[src/rtl/barramento_pkg.sv]
// Shared constants for the barramento six-port data bus.
package barramento_pkg;

    localparam int N_SOURCES       = 4;
    localparam int N_SINKS         = 2;
    localparam int CTRL_RD_BIT     = 0;
    localparam int CTRL_WR_BIT     = 1;
    localparam int LARGURA_DEFAULT = 16;

endpackage

[src/rtl/barramento_arbiter.sv]
// Fixed-priority arbiter for the bus sources: the lowest-index write request wins.
module barramento_arbiter
    import barramento_pkg::*;
(
    input  logic [N_SOURCES-1:0] req,
    output logic [N_SOURCES-1:0] grant,
    output logic                 valid,
    output logic                 multi
);

    always_comb begin
        logic found;
        grant = '0;
        found = 1'b0;
        for (int i = 0; i < N_SOURCES; i++) begin
            if (req[i] && !found) begin
                grant[i] = 1'b1;
                found    = 1'b1;
            end
        end
    end

    assign valid = |req;
    // Any request left over after removing the winner means two or more writers.
    assign multi = |(req & ~grant);

endmodule

[src/rtl/barramento.sv]
// Six-port shared bus: sources 0-3 drive, sinks 4-5 capture on a one-cycle registered path.
// Optional collision flag when BARRAMENTO_COLLISION_EN is defined.
// There is no handshake: ctrl words are level-sampled at every rising clk edge;
// a source requests with ctrl[1], a sink captures with ctrl[0].
module barramento
    import barramento_pkg::*;
#(
    parameter int Largura_barramento = LARGURA_DEFAULT
) (
    input  logic                          clk,
    input  logic                          rst_n,
    input  logic [Largura_barramento-1:0] io_0,
    input  logic [Largura_barramento-1:0] io_1,
    input  logic [Largura_barramento-1:0] io_2,
    input  logic [Largura_barramento-1:0] io_3,
    output logic [Largura_barramento-1:0] io_4,
    output logic [Largura_barramento-1:0] io_5,
    input  logic [1:0]                    ctrl_0,
    input  logic [1:0]                    ctrl_1,
    input  logic [1:0]                    ctrl_2,
    input  logic [1:0]                    ctrl_3,
    input  logic [1:0]                    ctrl_4,
    input  logic [1:0]                    ctrl_5
`ifdef BARRAMENTO_COLLISION_EN
    ,
    output logic                          collision
`endif
);

    logic [Largura_barramento-1:0] src [N_SOURCES];
    logic [N_SOURCES-1:0]          req;
    logic [N_SOURCES-1:0]          grant;
    logic                          bus_valid;
    logic                          multi;
    logic [Largura_barramento-1:0] bus_data;
    logic                          unused_ctrl;

    assign src[0] = io_0;
    assign src[1] = io_1;
    assign src[2] = io_2;
    assign src[3] = io_3;

    assign req = {ctrl_3[CTRL_WR_BIT], ctrl_2[CTRL_WR_BIT],
                  ctrl_1[CTRL_WR_BIT], ctrl_0[CTRL_WR_BIT]};

    // Direction bits that do not match a port's class are ignored.
`ifdef BARRAMENTO_COLLISION_EN
    assign unused_ctrl = ^{ctrl_0[CTRL_RD_BIT], ctrl_1[CTRL_RD_BIT], ctrl_2[CTRL_RD_BIT],
                           ctrl_3[CTRL_RD_BIT], ctrl_4[CTRL_WR_BIT], ctrl_5[CTRL_WR_BIT]};
`else
    assign unused_ctrl = ^{ctrl_0[CTRL_RD_BIT], ctrl_1[CTRL_RD_BIT], ctrl_2[CTRL_RD_BIT],
                           ctrl_3[CTRL_RD_BIT], ctrl_4[CTRL_WR_BIT], ctrl_5[CTRL_WR_BIT],
                           multi};
`endif

    barramento_arbiter u_arbiter (
        .req   (req),
        .grant (grant),
        .valid (bus_valid),
        .multi (multi)
    );

    // Grant is one-hot, so OR-ing the gated sources selects exactly the winner.
    always_comb begin
        bus_data = '0;
        for (int i = 0; i < N_SOURCES; i++) begin
            if (grant[i]) begin
                bus_data = bus_data | src[i];
            end
        end
    end

    always_ff @(posedge clk or negedge rst_n) begin
        if (!rst_n) begin
            io_4 <= '0;
            io_5 <= '0;
        end else begin
            if (bus_valid && ctrl_4[CTRL_RD_BIT]) begin
                io_4 <= bus_data;
            end
            if (bus_valid && ctrl_5[CTRL_RD_BIT]) begin
                io_5 <= bus_data;
            end
        end
    end

`ifdef BARRAMENTO_COLLISION_EN
    always_ff @(posedge clk or negedge rst_n) begin
        if (!rst_n) begin
            collision <= 1'b0;
        end else begin
            collision <= multi;
        end
    end
`endif

endmodule

[config.mk]
export PLATFORM = sky130hd
export DESIGN_NAME = barramento
export DESIGN_NICKNAME = d
export VERILOG_FILES = /design/src/rtl/barramento_pkg.sv /design/src/rtl/barramento_arbiter.sv /design/src/rtl/barramento.sv
export SDC_FILE = /design/constraint.sdc
export NUM_CORES = 1
export LEC_CHECK = 0
export ABC_AREA = 1
export BUFFER_PORTS_ARGS = -buffer_cell sky130_fd_sc_hd__buf_2
export CAP_MARGIN = 30
export CORE_UTILIZATION = 41
export CTS_BUF_LIST = sky130_fd_sc_hd__clkbuf_2 sky130_fd_sc_hd__clkbuf_4 sky130_fd_sc_hd__clkbuf_8
export DETAILED_ROUTE_END_ITERATION = 10
export HOLD_SLACK_MARGIN = 0.15
export PLACE_DENSITY = 0.82
export SLEW_MARGIN = 20
export SYNTH_ARGS = -nofsm -noshare
export SYNTH_HDL_FRONTEND = slang
export SYNTH_SLANG_ARGS = --single-unit
[constraint.sdc]
create_clock -name clk -period 0.8 [get_ports clk]
set_input_delay 0.04 -clock clk [delete_from_list [all_inputs] [get_ports clk]]
set_output_delay 0.04 -clock clk [all_outputs]
set_load 0.1 [all_outputs]
==> metrics.cfg <==
[drt]
drt_iter0_drc = 138
vias = 2203
drtPass1Iterations = 4
finalWirelength_mm = 5.60
viasPerCell = 5.06
postRouteAntennaNets = 0
wl_per_cell_microns = 12.9
drcViolationCount = 0

[timing]
post-route-period-util_pct = 124
hold_slack_ns = 0.152
report.final.slew_viol_count = 0
fmax_ghz = 1.01
hold_viol_final = 0
fin_ws_ns = -0.195
clock_skew_ns = 0
tightest_slew_ns = 0.260
period_minus_slack_ns = 0.995
slew_headroom_pct = 82.7
setup_violations = 38
rsz0062_at_grt = yes

[placed_design]
gp_congestion = 0.855
dp_hpwl_mm = 4.43
placed_cells = 421
io_buffers = 103
dpl_cell_area_sq_um = 3140

[worst_setup_path]
startpoint_type = register
cp-end-kind = output port
worst-setup-path-type = register to output port
path_max_fanout = 2
cp_num_buf_inv = 1
slowest_stage = dfrtp_4
slowest_delay_ns = 0.50
cp.arrival_ns = 0.96
path_delay_family = flip-flops
path_cells = buf_12
required_ns = 0.76

[power_and_ir_drop]
powerDensity_nw_per_um2 = 2070
leakage_nw = 1.74
irDropWorstVdd_v = 0.00113
power_mw = 6.93

[synth]
synth_edf_count = 0
synth_area_per_cell_sq_um = 7.07
ys_ff_latch = 32
async_flop_share_pct = 100
yosys.cell_types.count = 15
synth_cells = 266
synth.top_cells.by_count = nand2_1 (128), nand3_1 (48), dfrtp_1 (32)
synth_most_common_cell = nand2_1
yosysTopAreaCell = dfrtp_1
synthDominantCellAreaShare_pct = 42.6
syn_nets = 344
synthTopCellsByArea = dfrtp_1 (43%), nand2_1 (26%), nand3_1 (13%)
netlist_area_sq_um = 1880
synthFlopType = dfrtp_1
ys_seq_area_share_pct = 42.6
yosys_warnings = 0

[cells_and_area]
finish.utilization_pct = 76.3
diodes = 0
finalNetCount = 461
drive_gt1_share_pct = 47.5
final_cells = 435
finalInstanceArea_sq_um = 3340
fillers = 294
synthToLayoutAreaGrowth_pct = 77.8

[floorplan]
boundaryPins = 110
coreArea_sq_um = 4380
die_y_microns = 69.7
die_w_microns = 69.7
fp.dieArea_sq_um = 4860
row_count = 24
start_util_pct = 42.9

[clocking]
cts_tree = yes
numCtsBuffers = 5
clockBufferDepth = 2
clock-sinks = 32
clk_pin_slew_ns = 0.07
root_buffer = clkbuf_8
insertion_delay_ns = 0.27
htree_levels = 2

[worst_hold_path]
hp-class = input pin to register

[job]
cap_viol_max_count = 0

[global_routing]
grt_pass1_wl_mm = 9.14
grt_max_degree = 33
grt_pass1_vias = 2027
antenna_found_initial = 0
track_usage_pct = 23.6
globalRouteOverflowTotal = 0

[run_status]
outcome = finished with violations
violations = setup timing

[worst register-to-register path, delay by kind of cell, from the launching register on]
family,cells,cell delay [ns]
buffers and inverters,1,0.13
DFF,1,0.50
and+or+nand+nor,2,0.09
[logic make-up (layout without fill, tap and decap cells)]
group                  count (synthesis)  in the layout  synth area share [%]
flip-flops                            32             32                  42.6
buffers and inverters                 37            154                  10.8
AND/OR/NAND/NOR                      197            197                  46.6
[metal layers]
layer	GRT usage, %	up-vias	routed length (microns)
li1	-	1077	-
met1	31.2	991	2470
met2	38.8	115	2720
met3	4.07	20	298
met4	8.67	0	116
met5	0	-	0
[flip-flops by register name, summed over array words and instances (netlist names)]
signal	cells
io_5	16
io_4	16
[path summary, 6_finish.rpt]
check | start | end | slack (ns) | cells after the start
setup / recovery | io_5[2]$_DFFE_PN0P_ | io_5[2] | -0.20 | 1
hold / removal | io_2[0] | io_5[0]$_DFFE_PN0P_ | 0.15 | 5
setup reg to reg | io_4[1]$_DFFE_PN0P_ | io_4[1]$_DFFE_PN0P_ | -0.02 | 3
hold reg to reg | io_4[9]$_DFFE_PN0P_ | io_4[9]$_DFFE_PN0P_ | 0.55 | 2
max in group asynchronous | rst_n | io_4[11]$_DFFE_PN0P_ | 0.35 | 3
min in group asynchronous | rst_n | io_5[13]$_DFFE_PN0P_ | 0.25 | 3
[layout by cell type, fill, tap and decap left out, types with 5 or more instances in the layout]
| cell | Yosys | layout |
|---|---|---|
| clkbuf_8 | 0 | 7 |
| buf_2 | 6 | 71 |
| buf_6 | 4 | 6 |
| nand2_1 | 128 | 120 |
| nand3_1 | 48 | 48 |
| buf_4 | 6 | 12 |
| nand2_4 | 2 | 5 |
| buf_12 | 0 | 37 |
| dfrtp_4 | 0 | 32 |
| nand4_1 | 16 | 16 |
| inv_1 | 16 | 16 |
| nand2_2 | 1 | 6 |
[report_power, final]
group / total [mW] / leakage (nW) / switching, mW / internal, mW
Combinational: 3.41 / 1.33 / 2.16 / 1.25
Sequential: 2.20 / 0.359 / 0.242 / 1.96
Clock: 1.32 / 0.0503 / 0.556 / 0.765
[timing repair]
action | CTS | global route
hold buffers | 1 | 0
setup buffers | 3 | 4
setup endpoints to repair | 32 | 36
pin swaps | 0 | 1
resized for setup | 4 | 15
endpoints found under the hold margin | 33 | 0
[layout make-up]
class	instances	area (sq um)	area share, %
timing repair buffer	127	1260	37.8
sequential	32	921	27.5
multi-input combinational	197	916	27.4
clock buffer	7	96.3	2.88
inverter	20	82.6	2.47
tap	52	65.1	1.95
[per-stage QoR]
| step | TNS (ns) | worst slack [ns] |
|---|---|---|
| floorplan | -1.71 | -0.0550 |
| global placement | -2.76 | -0.105 |
| detailed placement | -3.90 | -0.167 |
| CTS | -5.99 | -0.200 |
| global route | -6.74 | -0.217 |
| finish | -5.87 | -0.195 |
(Power assumes the default switching activity.)
